--- config.mk ---
export PLATFORM = sky130hd
export DESIGN_NAME = serial_deserializer
export DESIGN_NICKNAME = d
export VERILOG_FILES = /design/src/rtl/serial_deserializer.sv
export SDC_FILE = /design/constraint.sdc
export NUM_CORES = 1
export LEC_CHECK = 0
export CAP_MARGIN = 20
export CORE_MARGIN = 3
export CORE_UTILIZATION = 46
export CTS_BUF_LIST = sky130_fd_sc_hd__clkbuf_4 sky130_fd_sc_hd__clkbuf_8 sky130_fd_sc_hd__clkbuf_16
export DETAILED_ROUTE_END_ITERATION = 12
export PLACE_DENSITY = 0.73
export SYNTH_ARGS = -nofsm -noshare
export SYNTH_HDL_FRONTEND = slang
export SYNTH_SLANG_ARGS = --single-unit
--- constraint.sdc ---
create_clock -name clk -period 1.57 [get_ports clk]
set_input_delay 0.471 -clock clk [delete_from_list [all_inputs] [get_ports clk]]
set_output_delay 0.471 -clock clk [all_outputs]
set_load 0.1 [all_outputs]
--- src/rtl/serial_deserializer.sv ---
// Serial-in/parallel-out receiver: framed MSB- or LSB-first bit stream -> WIDTH-bit word on a valid/ready port.
// Optional even-parity trailer bit and o_parity_err output when SERIAL_DESERIALIZER_PARITY_EN is defined.
module serial_deserializer #(
  parameter int WIDTH = 8
) (
  input  logic             clk,
  input  logic             reset_n,
  input  logic             i_ser_valid,
  input  logic             i_ser_data,
  input  logic             i_frame_start,
  input  logic             i_msb_first,
  output logic [WIDTH-1:0] o_par_data,
  output logic             o_par_valid,
  input  logic             i_par_ready,
  output logic             o_overrun,
  output logic             o_busy,
`ifdef SERIAL_DESERIALIZER_PARITY_EN
  output logic             o_parity_err,
`endif
  output logic [1:0]       o_state
);

  // Handshake: a word transfers on any rising edge where o_par_valid & i_par_ready;
  // o_par_data/o_par_valid never change while o_par_valid=1 and i_par_ready=0.

`ifdef SERIAL_DESERIALIZER_PARITY_EN
  localparam int NBITS = WIDTH + 1;
`else
  localparam int NBITS = WIDTH;
`endif
  localparam int CW = $clog2(NBITS + 1);

  typedef enum logic [1:0] {
    IDLE  = 2'd0,
    SHIFT = 2'd1,
    FULL  = 2'd2
  } state_t;

  state_t           r_state;
  logic [CW-1:0]    r_count;
  logic [WIDTH-1:0] r_shreg;
  logic [WIDTH-1:0] r_par_data;
  logic             r_par_valid;
  logic             r_overrun;
  logic             r_msb_first;

  logic             w_start;
  logic             w_dir;
  logic [WIDTH-1:0] w_base;
  logic [WIDTH-1:0] w_next_shreg;
  logic [WIDTH-1:0] w_final;
  logic             w_last;
  logic             w_handshake;
  logic             w_take_start;
  logic             w_take_data;
  logic             w_complete;

  assign w_start     = i_ser_valid & i_frame_start;
  assign w_handshake = r_par_valid & i_par_ready;
  assign w_last      = (r_count == CW'(NBITS - 1));
  // A frame start uses the incoming direction and a clean register.
  assign w_dir        = w_start ? i_msb_first : r_msb_first;
  assign w_base       = w_start ? '0 : r_shreg;
  assign w_next_shreg = w_dir ? {w_base[WIDTH-2:0], i_ser_data}
                              : {i_ser_data, w_base[WIDTH-1:1]};

  assign w_take_start = w_start & ((r_state != FULL) | w_handshake);
  assign w_take_data  = (r_state == SHIFT) & i_ser_valid & ~i_frame_start & ~w_last;
  assign w_complete   = (r_state == SHIFT) & i_ser_valid & ~i_frame_start & w_last;

`ifdef SERIAL_DESERIALIZER_PARITY_EN
  // Final bit is parity, so the word is already complete in the register.
  assign w_final = r_shreg;
`else
  assign w_final = w_next_shreg;
`endif

  always_ff @(posedge clk or negedge reset_n) begin
    if (!reset_n) begin
      r_state     <= IDLE;
      r_count     <= '0;
      r_shreg     <= '0;
      r_par_data  <= '0;
      r_par_valid <= 1'b0;
      r_overrun   <= 1'b0;
      r_msb_first <= 1'b1;
    end else begin
      r_overrun <= 1'b0;
      case (r_state)
        IDLE: begin
          if (w_take_start) begin
            r_msb_first <= i_msb_first;
            r_shreg     <= w_next_shreg;
            r_count     <= CW'(1);
            r_state     <= SHIFT;
          end
        end
        SHIFT: begin
          if (w_take_start) begin
            r_msb_first <= i_msb_first;
            r_shreg     <= w_next_shreg;
            r_count     <= CW'(1);
          end else if (w_take_data) begin
            r_shreg <= w_next_shreg;
            r_count <= r_count + CW'(1);
          end else if (w_complete) begin
            r_par_data  <= w_final;
            r_par_valid <= 1'b1;
            r_count     <= '0;
            r_state     <= FULL;
          end
        end
        FULL: begin
          if (w_handshake) begin
            r_par_valid <= 1'b0;
            if (w_take_start) begin
              r_msb_first <= i_msb_first;
              r_shreg     <= w_next_shreg;
              r_count     <= CW'(1);
              r_state     <= SHIFT;
            end else begin
              r_state <= IDLE;
            end
          end else if (i_ser_valid) begin
            r_overrun <= 1'b1;
          end
        end
        default: r_state <= IDLE;
      endcase
    end
  end

`ifdef SERIAL_DESERIALIZER_PARITY_EN
  logic r_parity_acc;
  logic r_parity_err;

  // Running XOR of data bits; the error flag folds in the parity bit at completion.
  always_ff @(posedge clk or negedge reset_n) begin
    if (!reset_n) begin
      r_parity_acc <= 1'b0;
      r_parity_err <= 1'b0;
    end else begin
      if (w_take_start)
        r_parity_acc <= i_ser_data;
      else if (w_take_data)
        r_parity_acc <= r_parity_acc ^ i_ser_data;

      if (w_complete)
        r_parity_err <= r_parity_acc ^ i_ser_data;
      else if ((r_state == FULL) && w_handshake)
        r_parity_err <= 1'b0;
    end
  end

  assign o_parity_err = r_parity_err;
`endif

  assign o_par_data  = r_par_data;
  assign o_par_valid = r_par_valid;
  assign o_overrun   = r_overrun;
  assign o_busy      = (r_state == SHIFT);
  assign o_state     = r_state;

endmodule

==> results.sh, run 1 <==
export IMPL_initial_core_util_pct=51.50
export IMPL_grt_pass1_vias=977
export IMPL_post_synth_top_count_cell="dfrtp_1"
export IMPL_pre_cts_slack_ns=-0.4579
export IMPL_fmax_mhz=582.1
export IMPL_drv_slew=0
export IMPL_rows=17
export IMPL_fillers=145
export IMPL_hold_viol_final=0
export IMPL_setup_violations_final=12
export IMPL_critPathKind="reg2out"
export IMPL_synth_area_leaders="dfrtp_1 50%, mux2_2 16%, mux2i_1 7.5%, nor2_1 2.5%, dfstp_2 2.2%"
export IMPL_drt_first_pass_iters=3
export IMPL_synth_edff_count=0
export IMPL_synth_async_reset_ratio_pct=100.0
export IMPL_synth_top_cell_area_share_pct=49.84
export IMPL_place_congestion=0.7650
export IMPL_synth_avg_cell_area_sq_um=12.05
export IMPL_multi_input_area_sq_um=623.1
export IMPL_vias=938
export IMPL_arrival_ns=1.25
export IMPL_dp_hpwl_um=1784
export IMPL_clkTransAtPathRegs_ns=0.14
export IMPL_hold_class="in2async"
export IMPL_syn_nets=108
export IMPL_clock_sinks=25
export IMPL_status="finished, violations left"
export IMPL_coreArea_sq_mm=0.002340
export IMPL_pwr_share_comb_pct=56.7
export IMPL_layout_area_seq_sq_um=635.6
export IMPL_wl_per_cell_um=15.61
export IMPL_worstPathRequired_ns=1.10
export IMPL_insertion_delay_ns=0.32
export IMPL_worst_pin_slew_ns=0.3410
export IMPL_first_iter_violations=12
export IMPL_path_max_fanout=4
export IMPL_synth_seq_cells=25
export IMPL_syn_to_final_growth_pct=53.17
export IMPL_grt_max_degree=26
export IMPL_rsz0062_at_grt="true"
export IMPL_ir_drop_mv=1.376
export IMPL_netlist_top_cells_count="24 x dfrtp_1, 17 x mux2_2, 9 x mux2i_1, 8 x nor2_1, 5 x a21oi_1"
export IMPL_period_share_pct=109.4
export IMPL_drc_errors=0
export IMPL_slew_headroom_pct=77.27
export IMPL_pwr_share_clk_pct=9.6
export IMPL_cts_root_buf="clkbuf_4"
export IMPL_stdcell_area_sq_mm=0.001846
export IMPL_viasPerCell=5.518
export IMPL_die_h_um=57.18
export IMPL_grt_first_pass_wirelength_um=4209
export IMPL_cts_tree="done"
export IMPL_synth_area_sq_mm=0.001205
export IMPL_final_antenna_net_count=0
export IMPL_crit_path_start_kind="flip-flop"
export IMPL_p_per_area_mw_per_mm2=1650
export IMPL_syn_inst=100
export IMPL_grt_total_usage_pct=16.58
export IMPL_power_leakage_nw=0.8825
export IMPL_nets=151
export IMPL_synthFlopType="dfrtp_1"
export IMPL_overflow=0
export IMPL_power_frac_seq_pct=33.7
export IMPL_setup_slack_ns=-0.1480
export IMPL_violations="negative setup slack"
export IMPL_ios=20
export IMPL_dieArea_sq_mm=0.003270
export IMPL_synth_cell_types=30
export IMPL_yosysSeqAreaShare_pct=52.02
export IMPL_drv_cap=0
export IMPL_io_buffers=19
export IMPL_n_antenna_cell=0
export IMPL_worstSetupEndpointType="output port"
export IMPL_clockBufferDepth=2
export IMPL_finalCriticalPeriod_ns=1.718
export IMPL_antenna_found_initial=0
export IMPL_cts_max_level=1
export IMPL_die_width_um=57.18
export IMPL_dpl_cell_area_sq_mm=0.001693
export IMPL_cts_buffers=3
export IMPL_fin_skew_ns=0.01320
export IMPL_wl_um=2654
export IMPL_netSwitchingFraction_pct=43.32
export IMPL_yosysWarnings=0
export IMPL_intPower_mw=1.726
export IMPL_switchingPower_mw=1.319
export IMPL_cts_hold_buf=0
export IMPL_drive_above_1_share_pct=47.18
export IMPL_yosysTopAreaCell="dfrtp_1"
-- path summary, 6_finish.rpt --
kind | cells after the start | endpoint | startpoint | slack [ns]
min in group clk | 1 | r_shreg[7]$_DFFE_PN0P_ | r_shreg[7]$_DFFE_PN0P_ | 0.54
max in group asynchronous | 2 | r_msb_first$_DFFE_PN1P_ | reset_n | 0.87
max | 3 | o_busy | o_state[0]$_DFFE_PN0P_ | -0.15
max reg2reg | 5 | r_shreg[5]$_DFFE_PN0P_ | o_state[0]$_DFFE_PN0P_ | -0.10
min reg2reg | 1 | r_shreg[7]$_DFFE_PN0P_ | r_shreg[7]$_DFFE_PN0P_ | 0.54
min | 2 | r_shreg[1]$_DFFE_PN0P_ | reset_n | 0.48
-- cell families after synthesis --
kind of cell	count (synthesis)	synth area share [%]
AND/OR/NAND/NOR	27	12.46
multiplexers	26	23.36
buffers and inverters	4	1.453
flip-flops	25	52.03
adder cells (fa/ha/maj)	1	1.038
AO/OA/AOI/OAI	17	9.659
-- critical path, cell delays in order (launching register included) --
cell and delay [ns]:
dfrtp_4 0.51, nor2b_4 0.13, buf_6 0.12, buf_12 0.15
-- power by group through the flow --
| stage | combinational, mW | clock [mW] | sequential, mW |
|---|---|---|---|
| after floorplan | 0.494 | 0 | 1.49 |
| after CTS | 1.64 | 0.309 | 1.03 |
| final | 1.73 | 0.291 | 1.03 |
| after global routing | 1.81 | 0.336 | 1.06 |
| after detailed placement | 1.57 | 0 | 1.04 |
| after global placement | 1.53 | 0 | 1.03 |
-- final cells by class --
| cell class | count | area share (%) |
|---|---|---|
| Timing Repair Buffer | 41 | 28.07 |
| Clock inverter | 1 | 0.4068 |
| Inverter | 1 | 0.2034 |
| Clock buffer | 3 | 1.220 |
| Tap cell | 28 | 1.898 |
| Sequential cell | 25 | 34.44 |
| Multi-Input combinational cell | 71 | 33.76 |
-- layer usage --
layer,track usage [%],vias up,wire [um]
li1,-,451,-
met2,27.24,23,1310
met3,3.394,11,79
met5,0,-,0
met4,11.92,0,101
met1,19.08,453,1162
-- per-stage QoR --
step                      TNS [ns]  std cells  utilization, %  power [mW]  hold WS [ns]
after floorplan             -7.381        100               -       1.986        0.1754
after global placement      -8.745        160           72.35       2.562        0.4918
after detailed placement    -8.959        160           72.35       2.608        0.4943
after CTS                   -1.148        168           75.51       2.978        0.4757
after global routing        -1.690        170           78.88       3.207        0.4614
final                      -0.8671        170           78.88       3.046        0.4808
-- state kept, by name, indices dropped and copies added (netlist names) --
| register | cells |
|---|---|
| o_par_data | 8 |
| r_shreg | 8 |
| r_count | 4 |
| o_state | 2 |
| o_overrun | 1 |
| o_par_valid | 1 |
| r_msb_first | 1 |
-- repair_timing --
| item | CTS | global route |
|---|---|---|
| pin swaps | 2 | 1 |
| endpoints found under the setup margin | 20 | 21 |
| cloned | 0 | 0 |
| setup buffers | 4 | 2 |
| gates resized for setup | 5 | 14 |
-- placed cells by master, fill, tap and decap left out, types with 2 or more instances in the layout --
cell type	netlist	routed
dfrtp_1	24	21
buf_4	0	16
buf_12	0	14
mux2i_1	9	9
mux2_4	0	9
nor2_1	8	8
mux2_2	17	8
a21oi_1	5	5
buf_6	0	5
nand2_1	4	4
o21ai_0	4	4
clkdlybuf4s50_1	0	4
and3_1	3	3
nand3b_1	3	3
clkbuf_4	0	3
nand3_1	2	2
dfrtp_4	0	2
Note: power is estimated with default switching activity, not from simulation.
==> run 2: changes to the inputs <==
Settings changed: MAX_ROUTING_LAYER from default to met4.
==> results.sh, run 2 (synthesized netlist as in run 1, its figures left out) <==
export IMPL_worst_pin_slew_ns=0.3410
export IMPL_crit_path_start_kind="flip-flop"
export IMPL_critPathKind="reg2out"
export IMPL_highest_layer="met4"
export IMPL_fin_cells=170
export IMPL_worst_path_buf_inv=2
export IMPL_met1_length_um=1175
export IMPL_wl_um=2671
export IMPL_power_leakage_nw=0.8825
export IMPL_multi_input_area_sq_um=623.1
export IMPL_fin_tns_setup_ns=-0.9311
export IMPL_finalCriticalPeriod_ns=1.714
export IMPL_dp_cells=160
export IMPL_die_h_um=57.18
export IMPL_viasPerCell=5.494
export IMPL_io_buffers=19
export IMPL_nets=151
export IMPL_drc_errors=0
export IMPL_hold_viol_final=0
export IMPL_coreArea_sq_mm=0.002340
export IMPL_arrival_ns=1.24
export IMPL_drv_slew=0
export IMPL_grt_pass1_vias=977
export IMPL_setup_violations_final=12
export IMPL_grt_total_usage_pct=17.14
export IMPL_final_core_utilization_pct=78.88
export IMPL_mostFrequentLayoutCell="dfrtp_1"
export IMPL_syn_to_final_growth_pct=53.17
export IMPL_clkTransAtPathRegs_ns=0.14
export IMPL_fin_skew_ns=0.01233
export IMPL_period_share_pct=109.2
export IMPL_pre_cts_slack_ns=-0.4579
export IMPL_drive_above_1_share_pct=47.18
export IMPL_wl_per_cell_um=15.71
export IMPL_rsz0062_at_grt="true"
export IMPL_fmax_mhz=583.3
export IMPL_routed_wl_met3_um=78
export IMPL_cts_max_level=1
export IMPL_ir_drop_mv=1.377
export IMPL_grt_max_degree=26
export IMPL_hold_class="in2async"
export IMPL_first_iter_violations=15
export IMPL_die_width_um=57.18
export IMPL_place_congestion=0.7752
export IMPL_crit_slowest_cell="dfrtp_4"
export IMPL_vias=934
export IMPL_ios=20
export IMPL_cts_tree="done"
export IMPL_antenna_found_initial=0
export IMPL_n_antenna_cell=0
export IMPL_initial_core_util_pct=51.50
export IMPL_met2_length_um=1331
export IMPL_slew_headroom_pct=77.27
export IMPL_p_per_area_mw_per_mm2=1650
export IMPL_clockBufferDepth=2
export IMPL_crit_family="flip-flops"
export IMPL_path_max_fanout=4
export IMPL_worstPathRequired_ns=1.10
export IMPL_layout_common_cells="21 x dfrtp_1, 16 x buf_4, 14 x buf_12"
export IMPL_drv_cap=0
export IMPL_cts_buffers=3
export IMPL_status="finished, violations left"
export IMPL_grt_first_pass_wirelength_um=4215
export IMPL_worstSetupEndpointType="output port"
export IMPL_insertion_delay_ns=0.32
export IMPL_dp_hpwl_um=1784
export IMPL_clock_sinks=25
export IMPL_violations="negative setup slack"
export IMPL_setup_slack_ns=-0.1444
export IMPL_drt_first_pass_iters=4
export IMPL_overflow=0
export IMPL_cts_root_buf="clkbuf_4"
export IMPL_layout_area_seq_sq_um=635.6
export IMPL_final_antenna_net_count=0
export IMPL_dieArea_sq_mm=0.003270
export IMPL_fillers=145
export IMPL_path_cells="nor2b_4 > buf_6 > buf_12"
export IMPL_rows=17
export IMPL_slowest_delay_ns=0.51
-- run 2: area by class of cell --
cell class              count  share of cell area (%)
clock inverters             1                  0.4068
inverters                   1                  0.2034
repair buffers             41                   28.07
well taps                  28                   1.898
flip-flops and latches     25                   34.44
multi-input cells          71                   33.76
clock buffers               3                   1.220
-- run 2: final timing paths --
path	slack, ns	depth (start not counted)	endpoint	from
max in group asynchronous	0.87	2	r_msb_first$_DFFE_PN1P_	reset_n
min in group clk	0.54	1	r_shreg[0]$_DFFE_PN0P_	r_shreg[0]$_DFFE_PN0P_
max reg2reg	-0.10	5	r_shreg[5]$_DFFE_PN0P_	o_state[0]$_DFFE_PN0P_
min reg2reg	0.54	1	r_shreg[0]$_DFFE_PN0P_	r_shreg[0]$_DFFE_PN0P_
max	-0.14	3	o_busy	o_state[0]$_DFFE_PN0P_
min	0.48	2	r_shreg[1]$_DFFE_PN0P_	reset_n
-- run 2: routing by layer --
layer	track usage, %	vias up
met3	3.394	10
met5	-	-
met4	11.92	0
met1	19.37	451
met2	27.08	22
li1	-	451
-- run 2: power breakdown --
part           internal [mW]  switching, mW
Clock                 0.0973          0.192
Sequential             0.851          0.176
Combinational          0.778          0.951
-- run 2: worst register-to-register path: cells and delay by family (launching register included) --
kind | cells | cell delay (ns)
flip-flops | 1 | 0.51
AO/OA/AOI/OAI | 2 | 0.38
multiplexers | 1 | 0.29
AND/OR/NAND/NOR | 1 | 0.21
buffers and inverters | 1 | 0.16
-- run 2: timing repair --
item	in CTS	in global routing
gates resized for setup	5	14
setup endpoints to repair	20	21
hold buffers	0	0
buffers inserted	4	2
gates cloned	0	0
pin swaps	2	1
-- run 2: through the flow --
step	total power [mW]	hold WS, ns	instance area [sq um]
floorplan	1.986	0.1754	1225
global placement	2.562	0.4918	1693
detailed placement	2.608	0.4943	1693
CTS	2.978	0.4757	1767
global route	3.207	0.4616	1846
finish	3.045	0.4836	1846
